[src/rtl/spi_slave_tx_feeder_if.sv]
// Bundles the system-side write bus and the transmitter byte handshake
// of the SPI-slave TX feeder. The feeder uses the slave modport; the
// system writer and the MISO transmitter together form the master side.
interface spi_slave_tx_feeder_if #(
   parameter int AW = 4
);
   logic          wr_en;
   logic [7:0]    wr_data;
   logic          full;
   logic          empty;
   logic [AW:0]   level;
   logic          wr_overflow;
   logic          txd_en;
   logic [7:0]    txd_data;
   logic          txd_over;

   modport master (
      output wr_en, wr_data, txd_over,
      input  full, empty, level, wr_overflow, txd_en, txd_data
   );

   modport slave (
      input  wr_en, wr_data, txd_over,
      output full, empty, level, wr_overflow, txd_en, txd_data
   );
endinterface

[src/rtl/spi_slave_tx_feeder.sv]
// Byte source for the SPI-slave MISO transmitter. Bytes written by the
// system are queued in a FIFO; one byte is kept staged on txd_data. The
// SPI bus is shadowed through the same 2-FF synchroniser depth as the
// transmitter, so the reload point seen here coincides with the
// transmitter's and the next byte is staged before it is needed.
module spi_slave_tx_feeder #(
   parameter int         DEPTH = 16,
   parameter int         AW    = 4,
   parameter logic [7:0] FILL  = 8'hFF
) (
   input  logic                 clk,
   input  logic                 rst_n,
   spi_slave_tx_feeder_if.slave bus,
   input  logic                 spi_cs,
   input  logic                 spi_sck,
   output logic                 underrun,
   output logic                 frame_abort,
   output logic [15:0]          bytes_sent
);

   // Staged register contents
   localparam logic [1:0] ST_EMPTY = 2'd0;
   localparam logic [1:0] ST_REAL  = 2'd1;
   localparam logic [1:0] ST_FILL  = 2'd2;

   localparam logic [AW:0]   DEPTH_L   = DEPTH[AW:0];
   localparam logic [AW:0]   LVL_ONE   = {{AW{1'b0}}, 1'b1};
   localparam logic [AW-1:0] PTR_ONE   = {{(AW-1){1'b0}}, 1'b1};

   // Synchronisers: bit 0 is the first stage (s0), bit 1 the second (s1)
   logic [1:0]    cs_sync_r;
   logic [1:0]    sck_sync_r;
   logic          cs_act_s;
   logic          sck_neg_s;
   logic          cs_rise_s;
   logic          cs_fall_s;

   // FIFO
   logic [7:0]    mem_r [DEPTH];
   logic [AW-1:0] wr_ptr_r;
   logic [AW-1:0] rd_ptr_r;
   logic [AW:0]   level_r;
   logic [AW:0]   level_nxt_s;
   logic          full_r;
   logic          empty_r;
   logic          wr_acc_s;
   logic          pop_s;
   logic          wr_overflow_r;

   // Staging
   logic [1:0]    stage_r;
   logic [1:0]    stage_nxt_s;
   logic [7:0]    txd_data_r;
   logic [7:0]    txd_data_nxt_s;
   logic          txd_en_r;
   logic          txd_en_nxt_s;
   logic          underrun_nxt_s;
   logic          underrun_r;
   logic          reload_s;
   logic          repl_win_s;

   // Frame tracking
   logic [2:0]    bcnt_r;
   logic          frame_abort_r;
   logic [15:0]   bytes_sent_r;

   assign cs_act_s  = ~cs_sync_r[1];
   assign sck_neg_s = sck_sync_r[1] & ~sck_sync_r[0];
   assign cs_rise_s = ~cs_sync_r[1] & cs_sync_r[0];
   assign cs_fall_s = cs_sync_r[1] & ~cs_sync_r[0];

   // The transmitter has shifted out bit 7; a CS release in the same cycle wins
   assign reload_s   = sck_neg_s & cs_act_s & (bcnt_r == 3'd0) & ~cs_rise_s;
   // A staged FILL may only be swapped away from the transmitter reload window
   assign repl_win_s = (bcnt_r != 3'd0) & (bcnt_r != 3'd7);

   assign wr_acc_s   = bus.wr_en & ~full_r;

   // Double-flop the raw SPI chip-select and clock into the clk domain
   always_ff @(posedge clk or negedge rst_n) begin
      if (!rst_n) begin
         cs_sync_r  <= 2'b11;
         sck_sync_r <= 2'b00;
      end else begin
         cs_sync_r  <= {cs_sync_r[0], spi_cs};
         sck_sync_r <= {sck_sync_r[0], spi_sck};
      end
   end

   // Decide the next staged byte and whether the FIFO head is consumed
   always_comb begin
      pop_s          = 1'b0;
      stage_nxt_s    = stage_r;
      txd_data_nxt_s = txd_data_r;
      txd_en_nxt_s   = txd_en_r;
      underrun_nxt_s = 1'b0;
      if (cs_rise_s) begin
         if (stage_r == ST_FILL) begin
            stage_nxt_s  = ST_EMPTY;
            txd_en_nxt_s = 1'b0;
         end else if ((stage_r == ST_EMPTY) && !empty_r) begin
            pop_s          = 1'b1;
            stage_nxt_s    = ST_REAL;
            txd_data_nxt_s = mem_r[rd_ptr_r];
            txd_en_nxt_s   = 1'b1;
         end else begin
            stage_nxt_s = stage_r;
         end
      end else if (reload_s) begin
         txd_en_nxt_s = 1'b1;
         if (!empty_r) begin
            pop_s          = 1'b1;
            stage_nxt_s    = ST_REAL;
            txd_data_nxt_s = mem_r[rd_ptr_r];
         end else begin
            stage_nxt_s    = ST_FILL;
            txd_data_nxt_s = FILL;
            underrun_nxt_s = 1'b1;
         end
      end else begin
         case (stage_r)
            ST_EMPTY: begin
               if (!empty_r) begin
                  pop_s          = 1'b1;
                  stage_nxt_s    = ST_REAL;
                  txd_data_nxt_s = mem_r[rd_ptr_r];
                  txd_en_nxt_s   = 1'b1;
               end else begin
                  stage_nxt_s = ST_EMPTY;
               end
            end
            ST_FILL: begin
               if (!empty_r && repl_win_s) begin
                  pop_s          = 1'b1;
                  stage_nxt_s    = ST_REAL;
                  txd_data_nxt_s = mem_r[rd_ptr_r];
               end else begin
                  stage_nxt_s = ST_FILL;
               end
            end
            ST_REAL: begin
               stage_nxt_s = ST_REAL;
            end
            default: begin
               stage_nxt_s  = ST_EMPTY;
               txd_en_nxt_s = 1'b0;
            end
         endcase
      end
   end

   // Next FIFO occupancy from the accepted write and the pop
   always_comb begin
      level_nxt_s = level_r;
      case ({wr_acc_s, pop_s})
         2'b10:   level_nxt_s = level_r + LVL_ONE;
         2'b01:   level_nxt_s = level_r - LVL_ONE;
         default: level_nxt_s = level_r;
      endcase
   end

   // FIFO storage; contents need no reset because occupancy guards reads
   always_ff @(posedge clk) begin
      if (wr_acc_s) begin
         mem_r[wr_ptr_r] <= bus.wr_data;
      end
   end

   // FIFO pointers, registered flags and the overflow pulse
   always_ff @(posedge clk or negedge rst_n) begin
      if (!rst_n) begin
         wr_ptr_r      <= {AW{1'b0}};
         rd_ptr_r      <= {AW{1'b0}};
         level_r       <= {(AW+1){1'b0}};
         full_r        <= 1'b0;
         empty_r       <= 1'b1;
         wr_overflow_r <= 1'b0;
      end else begin
         if (wr_acc_s) begin
            wr_ptr_r <= wr_ptr_r + PTR_ONE;
         end
         if (pop_s) begin
            rd_ptr_r <= rd_ptr_r + PTR_ONE;
         end
         level_r       <= level_nxt_s;
         full_r        <= (level_nxt_s == DEPTH_L);
         empty_r       <= (level_nxt_s == {(AW+1){1'b0}});
         wr_overflow_r <= bus.wr_en & full_r;
      end
   end

   // Staged byte register and underrun pulse
   always_ff @(posedge clk or negedge rst_n) begin
      if (!rst_n) begin
         stage_r    <= ST_EMPTY;
         txd_data_r <= 8'h00;
         txd_en_r   <= 1'b0;
         underrun_r <= 1'b0;
      end else begin
         stage_r    <= stage_nxt_s;
         txd_data_r <= txd_data_nxt_s;
         txd_en_r   <= txd_en_nxt_s;
         underrun_r <= underrun_nxt_s;
      end
   end

   // Bit position within the current byte and aborted-frame detection
   always_ff @(posedge clk or negedge rst_n) begin
      if (!rst_n) begin
         bcnt_r        <= 3'd0;
         frame_abort_r <= 1'b0;
      end else begin
         frame_abort_r <= cs_rise_s & (bcnt_r != 3'd0);
         if (cs_rise_s) begin
            bcnt_r <= 3'd0;
         end else if (sck_neg_s && cs_act_s) begin
            bcnt_r <= bcnt_r + 3'd1;
         end
      end
   end

   // Bytes completed by the transmitter since the frame started
   always_ff @(posedge clk or negedge rst_n) begin
      if (!rst_n) begin
         bytes_sent_r <= 16'd0;
      end else if (cs_fall_s) begin
         bytes_sent_r <= 16'd0;
      end else if (bus.txd_over) begin
         bytes_sent_r <= bytes_sent_r + 16'd1;
      end
   end

   assign bus.full        = full_r;
   assign bus.empty       = empty_r;
   assign bus.level       = level_r;
   assign bus.wr_overflow = wr_overflow_r;
   assign bus.txd_en      = txd_en_r;
   assign bus.txd_data    = txd_data_r;
   assign underrun        = underrun_r;
   assign frame_abort     = frame_abort_r;
   assign bytes_sent      = bytes_sent_r;

endmodule

[src/flat_wrapper.sv]
// flat-port wrapper written by rule: the top's interface ports become plain ports
module spi_slave_tx_feeder_flat 
#(
   parameter int         DEPTH = 16,
   parameter int         AW    = 4,
   parameter logic [7:0] FILL  = 8'hFF
)
  (clk, rst_n, spi_cs, spi_sck, underrun, frame_abort, bytes_sent, bus_wr_en, bus_wr_data, bus_txd_over, bus_full, bus_empty, bus_level, bus_wr_overflow, bus_txd_en, bus_txd_data);
  spi_slave_tx_feeder_if #(.AW(AW)) bus_i ();
  input  logic clk;
  input  logic rst_n;
  input  logic spi_cs;
  input  logic spi_sck;
  output logic underrun;
  output logic frame_abort;
  output logic [15:0] bytes_sent;
  input wire logic [$bits(bus_i.wr_en)-1:0] bus_wr_en;
  input wire logic [$bits(bus_i.wr_data)-1:0] bus_wr_data;
  input wire logic [$bits(bus_i.txd_over)-1:0] bus_txd_over;
  output wire logic [$bits(bus_i.full)-1:0] bus_full;
  output wire logic [$bits(bus_i.empty)-1:0] bus_empty;
  output wire logic [$bits(bus_i.level)-1:0] bus_level;
  output wire logic [$bits(bus_i.wr_overflow)-1:0] bus_wr_overflow;
  output wire logic [$bits(bus_i.txd_en)-1:0] bus_txd_en;
  output wire logic [$bits(bus_i.txd_data)-1:0] bus_txd_data;
  assign bus_i.wr_en = bus_wr_en;
  assign bus_i.wr_data = bus_wr_data;
  assign bus_i.txd_over = bus_txd_over;
  assign bus_full = bus_i.full;
  assign bus_empty = bus_i.empty;
  assign bus_level = bus_i.level;
  assign bus_wr_overflow = bus_i.wr_overflow;
  assign bus_txd_en = bus_i.txd_en;
  assign bus_txd_data = bus_i.txd_data;
  spi_slave_tx_feeder #(.DEPTH(DEPTH), .AW(AW), .FILL(FILL)) u_core (.clk(clk), .rst_n(rst_n), .bus(bus_i), .spi_cs(spi_cs), .spi_sck(spi_sck), .underrun(underrun), .frame_abort(frame_abort), .bytes_sent(bytes_sent));
endmodule
[config.mk]
export PLATFORM = sky130hd
export DESIGN_NAME = spi_slave_tx_feeder_flat
export DESIGN_NICKNAME = d
export VERILOG_FILES = /design/src/rtl/spi_slave_tx_feeder_if.sv /design/src/rtl/spi_slave_tx_feeder.sv /design/src/flat_wrapper.sv
export SDC_FILE = /design/constraint.sdc
export NUM_CORES = 1
export LEC_CHECK = 0
export ABC_AREA = 1
export CAP_MARGIN = 20
export CORE_MARGIN = 4
export CORE_UTILIZATION = 40
export DETAILED_ROUTE_END_ITERATION = 12
export SYNTH_ARGS = -nofsm -noshare
export SYNTH_HDL_FRONTEND = slang
export SYNTH_SLANG_ARGS = --single-unit
[constraint.sdc]
create_clock -name clk -period 2.4 [get_ports clk]
set_clock_uncertainty 0.1 [all_clocks]
set_input_delay 0.6 -clock clk [delete_from_list [all_inputs] [get_ports clk]]
set_output_delay 0.6 -clock clk [all_outputs]
set_load 0.01 [all_outputs]
# After elaboration in Yosys (flattened, before gate mapping)
# Memories as Yosys holds them, arrays and structs flattened.
# Index checks and enable logic that the tools add are counted.
# op_classes
muxes	39
n_addsub	6
reduce_logical	14
n_eq_ne	12
bitwise_logic	15
# ops
op	count
8-bit two-way mux	7
16-bit two-way mux	2
1-bit two-way mux	17
16-bit by 1-bit adder with 16-bit output, second input constant	1
8-bit one-hot mux with 2 select lines	1
2-bit two-way mux	6
1-bit bitwise AND	10
5-bit one-hot mux with 2 select lines	1
4-bit by 1-bit adder with 4-bit output, second input constant	2
3-bit two-way mux	2
3-bit != test, second input constant	2
2-bit one-hot mux with 3 select lines	1
5-bit by 1-bit adder with 5-bit output, second input constant	1
5-bit equality test, second input constant	1
5-bit zero test	1
1-bit inverter	5
5-bit AND reduction	1
5-bit by 1-bit subtractor with 5-bit output, second input constant	1
2-bit by 1-bit equality test with 1-bit output, second input constant	2
2-bit equality test, second input constant	2
2-bit != test, second input constant	2
4-bit by 3-bit != test with 1-bit output, second input constant	1
1-bit one-hot mux with 2 select lines	2
2-bit nonzero test	2
11 further kinds	13
# totals
ff_bits	52
out_inout_bits	35
ram_bits	128
mem_count	1
inputBits	14
# mem_list
name	depth	width	rd	rd_ports_with_merged_regs	write_ports	line	rtl
u_core.mem_r	16	8	1	0	1	spi_slave_tx_feeder.sv:39	logic [7:0] mem_r [DEPTH];

# Depth between registers and ports, before layout
# Gate-level depths: netlist of the first run.
# logic_depth
depth_word	10
depth_mapped	20
depth_no_buf	20

# Worst setup path before layout of the first run
# OpenSTA, ideal clock, no wires.
# synth_timing
kind	flip-flop to flip-flop
from	register u_core.cs_sync_r[0]
to	register u_core.full_r, in the netlist u_core.bus.full
stages_incl_launch_ff	17
arrival_time_ns	2.240
required_time_ns	2.229
period_less_slack_ns	2.411
path_buffers	0
path_slack_ns	-0.011
path_cell_list	dfstp_2 > inv_2 > nor2_4 > inv_2 > nor2_1 > nand2_1 > nand3_4 > nand2_4 > nand2_1 > nand2_1 > ha_1 > nand2_1 > nand2_1 > or2_2 > nor2_2 > nand3_1 > nor2_1
# synth_via
elab_chain_len	8
# synth_rtl
element	line	rtl
start: declaration	spi_slave_tx_feeder.sv:31	logic [1:0] cs_sync_r;
start signal: assignment	spi_slave_tx_feeder.sv:85	cs_sync_r <= {cs_sync_r[0], spi_cs};
1-bit bitwise AND *	spi_slave_tx_feeder.sv:69	assign cs_rise_s = ~cs_sync_r[1] & cs_sync_r[0];
1-bit inverter	spi_slave_tx_feeder.sv:73	assign reload_s = sck_neg_s & cs_act_s & (bcnt_r == 3'd0) & ~cs_rise_s;
1-bit bitwise AND	spi_slave_tx_feeder.sv:73	
1-bit two-way mux	spi_slave_tx_feeder.sv:109	end else if (reload_s) begin
1-bit two-way mux *	spi_slave_tx_feeder.sv:97	if (cs_rise_s) begin
2-bit by 1-bit equality test with 1-bit output / 2-bit equality test (equally long branches)	spi_slave_tx_feeder.sv:155	case ({wr_acc_s, pop_s})
5-bit one-hot mux with 2 select lines *	spi_slave_tx_feeder.sv:155	
via u_core.level_nxt_s[1]	spi_slave_tx_feeder.sv:43	logic [AW:0] level_nxt_s;
5-bit equality test *	spi_slave_tx_feeder.sv:186	full_r <= (level_nxt_s == DEPTH_L);
end signal: assignment	spi_slave_tx_feeder.sv:186	
end: declaration	spi_slave_tx_feeder.sv:44	logic full_r;
# Mark *: on every way through the listed nets, which the timed path passes. The rest lies on a longest branch.
# A chain may end at the register's enable or synchronous reset.

# Final worst setup path of the first run
# layout_timing
from	register u_core.cs_sync_r[0]
to	register u_core.level_r[4], in the netlist u_core.bus.level[4]
# layout_via
elab_chain_len	7
# layout_rtl
element	line	rtl
1-bit bitwise AND *	spi_slave_tx_feeder.sv:69	
1-bit inverter	spi_slave_tx_feeder.sv:73	
1-bit bitwise AND	spi_slave_tx_feeder.sv:73	
1-bit two-way mux	spi_slave_tx_feeder.sv:109	
1-bit two-way mux *	spi_slave_tx_feeder.sv:97	
2-bit by 1-bit equality test with 1-bit output / 2-bit equality test (equally long branches)	spi_slave_tx_feeder.sv:155	
5-bit one-hot mux with 2 select lines *	spi_slave_tx_feeder.sv:155	
via u_core.level_nxt_s[4]	spi_slave_tx_feeder.sv:43	
end signal: assignment	spi_slave_tx_feeder.sv:174	level_r <= {(AW+1){1'b0}};
end signal: assignment	spi_slave_tx_feeder.sv:185	level_r <= level_nxt_s;
end: declaration	spi_slave_tx_feeder.sv:42	logic [AW:0] level_r;
# Marked as above.

==> flow_metrics.py, run 1 <==
metrics = {
    "run_status": {
        "status": "finished clean",
    },
    "power_and_ir_drop": {
        "p_leak_nw": 3.59,
        "peakVddDrop_mv": 0.499,
        "powerDensity_nw_per_um2": 1100,
    },
    "synthesis": {
        "synth_top_family_by_area": "simple AND/OR/NAND/NOR gates",
        "synth-xor-area-share_pct": 0.908,
        "netlist-cell-type-count": 43,
        "synth_seq_cells": 180,
        "synth.top_cell.area_share_pct": 49.8,
        "synth_top_area_cell": "edfxtp_1",
        "async_reset_ff_share_pct": 28.9,
        "ys_seq_area_share_pct": 66.7,
        "synth.most_common_cell": "edfxtp_1",
        "synth_compound_area_share_pct": 9.75,
        "ys.flop_type": "edfxtp_1",
        "synth_fa_ha_area_share_pct": 2.27,
        "synth_area_um2": 7710,
        "synth-edff-count": 128,
        "syn_nets": 646,
        "synth_simple_gate_area_share_pct": 12.1,
        "syn_area_per_cell_um2": 12.5,
        "synthCells": 618,
        "synth.area.top_cells": "edfxtp_1 (50%), dfrtp_1 (16%), mux2i_1 (4.2%)",
        "ys_top_cells_by_count": "edfxtp_1 (128), nor2_1 (74), dfrtp_1 (49), inv_1 (49), nand2_1 (48)",
        "synth_mux_area_share_pct": 4.30,
        "yosys_warnings": 0,
    },
    "sta": {
        "finalMaxSlewViolations": 0,
        "whs_ns": 0.0485,
        "finalCritPeriodShare_pct": 96.8,
        "setup_viol": 0,
        "finalHoldViolCount": 0,
        "setup_tns_ns": 0,
        "rsz0062_at_grt": "yes",
        "relSlewSlack_pct": 56.1,
        "tightest_slew_ns": 0.656,
        "min_period_ns": 2.32,
        "fmax_mhz": 431,
    },
    "grt": {
        "gr-total-overflow": 0,
        "grt_pass1_vias": 5076,
        "grt_start_max_net_pins": 68,
        "antenna_found_initial": 0,
        "grt_pass1_wl_um": 27700,
        "grt_usage_pct": 16.3,
    },
    "clocking": {
        "cts_tree": "yes",
        "cts_root_buffer": "clkbuf_16",
        "cts_hold_buf": 0,
        "cts_sinks": 180,
        "clockBufferDepth": 2,
        "cts_buffers": 17,
        "clkSlewWorstSetupHoldPaths_ns": 0.06,
        "htreeDepth": 4,
        "clk_latency_ns": 0.42,
    },
    "worst_setup_path": {
        "path_class": "reg -> reg",
        "cp-start-kind": "register",
        "cp_max_fo": 4,
        "cp-startpoint": "u_core.cs_sync_r[0]",
        "worstPathRequired_ns": 2.62,
        "arrival_ns": 2.54,
        "timing.rr.start": "u_core.cs_sync_r[0]",
        "cp-end-kind": "register",
    },
    "detailed_routing": {
        "wl_um": 17100,
        "viasPerCell": 5.13,
        "antenna_left": 0,
        "remaining_drc_errors": 0,
        "routedWlPerCell_um": 17.3,
        "dr.pass1.iters": 5,
        "initialDrtViolationCount": 544,
        "routed-via-count": 5075,
    },
    "floorplanning": {
        "rows": 50,
        "die_w_um": 147,
        "core_area_um2": 18800,
        "ioPinCount": 49,
        "fp.dieH_um": 147,
        "start_util_pct": 41.0,
        "die_area_um2": 21600,
    },
    "place": {
        "dp_hpwl_um": 11400,
        "io_buffers": 48,
        "place.gp.congestion": 0.867,
    },
    "finish": {
        "area_growth_pct": 23.5,
        "layout-drive-gt1-share_pct": 18.9,
        "nets": 744,
        "diodes": 0,
        "nFillCells": 1622,
    },
    "job": {
        "drv_cap": 0,
    },
    "min_path": {
        "min_path_type": "in -> async",
    },
}
## cell type report
cell class	instances	area, um2	share of cell area (%)
clock buffers	20	437	4.58
inverters	54	205	2.15
multi-input cells	360	2370	24.9
clock inverters	12	119	1.25
repair buffers	103	917	9.63
flip-flops and latches	180	5150	54.1
well taps	260	325	3.42
## through the flow
stage	std cells	utilization [%]	setup WS (ns)	power, mW	instance area (um2)
after floorplan	618	-	0.0129	6.35	7740
after global placement	945	46.7	-0.225	7.57	8790
after detailed placement	945	46.7	-0.272	7.69	8790
after CTS	980	49.9	0.000803	10.4	9390
after global routing	989	50.6	-0.0545	11.1	9520
final	989	50.6	0.0775	10.5	9520
## what timing repair did
action,CTS,global route
gates cloned,0,0
pin swaps,4,11
buffers inserted,3,9
setup endpoints to repair,2,3
resized for setup,9,18
## layer usage
metal	up-vias	global-route usage [%]	part of all wire (%)
met5	-	0	0
met4	0	4.47	1.2
met3	15	2.96	3.6
met2	99	26.8	50
met1	2512	22.4	45
li1	2449	-	-
## layout by cell type, fill, tap and decap left out, types with 5 or more instances in the layout
master           count
nor3_1              10
mux2i_1             32
edfxtp_1           128
nand3_1             31
dfrtp_1             48
a21oi_1             14
inv_2                9
o221ai_1            32
o21ai_0             44
inv_6                5
buf_4               52
nand2_2             11
nand4_1              6
a41oi_1              6
nor2_1              73
xor2_1               6
clkdlybuf4s50_1     47
clkbuf_16           17
ha_1                 8
nand2_1             43
inv_1               42
## logic make-up (layout without fill, tap and decap cells)
group	count (synthesis)	in the layout
AO/OA/AOI/OAI	110	110
buffers and inverters	78	189
flip-flops	180	180
adder cells (fa/ha/maj)	14	14
XOR/XNOR	8	8
multiplexers	33	33
AND/OR/NAND/NOR	195	195
## critical path, cell delays in order, from the launching register on
cell	delay, ns
dfstp_2	0.55
inv_4	0.04
nor2_4	0.11
inv_2	0.07
nor2_4	0.13
nand2_2	0.08
nand3_4	0.12
nand2_4	0.06
nand2_2	0.06
nand2_2	0.07
ha_4	0.16
a21oi_4	0.13
inv_2	0.06
nand4_1	0.12
nand3_1	0.09
nand2_1	0.07
nand2_2	0.06
buf_4	0.13
## power by group
group          leakage, nW  switching (mW)  total, mW  internal, mW
clock                0.258            1.20       2.65          1.45
sequential            1.81           0.294       4.10          3.81
combinational         1.53            2.17       3.72          1.55
## path summary, 6_finish.rpt
| check | to | slack (ns) | cells past startpoint |
|---|---|---|---|
| min in group clk | u_core.sck_sync_r[1] | 0.30 | 0 |
| setup / recovery | u_core.bus.level[4] | 0.08 | 17 |
| hold reg to reg | u_core.sck_sync_r[1] | 0.30 | 0 |
| setup reg to reg | u_core.bus.level[4] | 0.08 | 17 |
| max in group asynchronous | u_core.cs_sync_r[0] | 1.53 | 2 |
| hold / removal | u_core.bcnt_r[1] | 0.05 | 1 |
## sequential cells by signal (all words and copies together), names as in the netlist, 2 cells and up
signal and flops:
u_core.bcnt_r 3, u_core.bus.level 5, u_core.bus.txd_data 8, u_core.bytes_sent 16, u_core.cs_sync_r 2, u_core.mem_r 128
u_core.rd_ptr_r 4, u_core.sck_sync_r 2, u_core.stage_r 2, u_core.wr_ptr_r 4
Power figures use the tool's default switching activity.
==> run 2: changes to the inputs <==
--- a/config.mk
+++ b/config.mk
@@ -6,10 +6,11 @@
 export NUM_CORES = 1
 export LEC_CHECK = 0
 export ABC_AREA = 1
-export CAP_MARGIN = 20
+export CAP_MARGIN = 15
 export CORE_MARGIN = 4
 export CORE_UTILIZATION = 40
 export DETAILED_ROUTE_END_ITERATION = 12
 export SYNTH_ARGS = -nofsm -noshare
 export SYNTH_HDL_FRONTEND = slang
 export SYNTH_SLANG_ARGS = --single-unit
+export TNS_END_PERCENT = 5
==> results of run 2 <==
The final DEF is identical to that of run 1; final timing and power are the same.
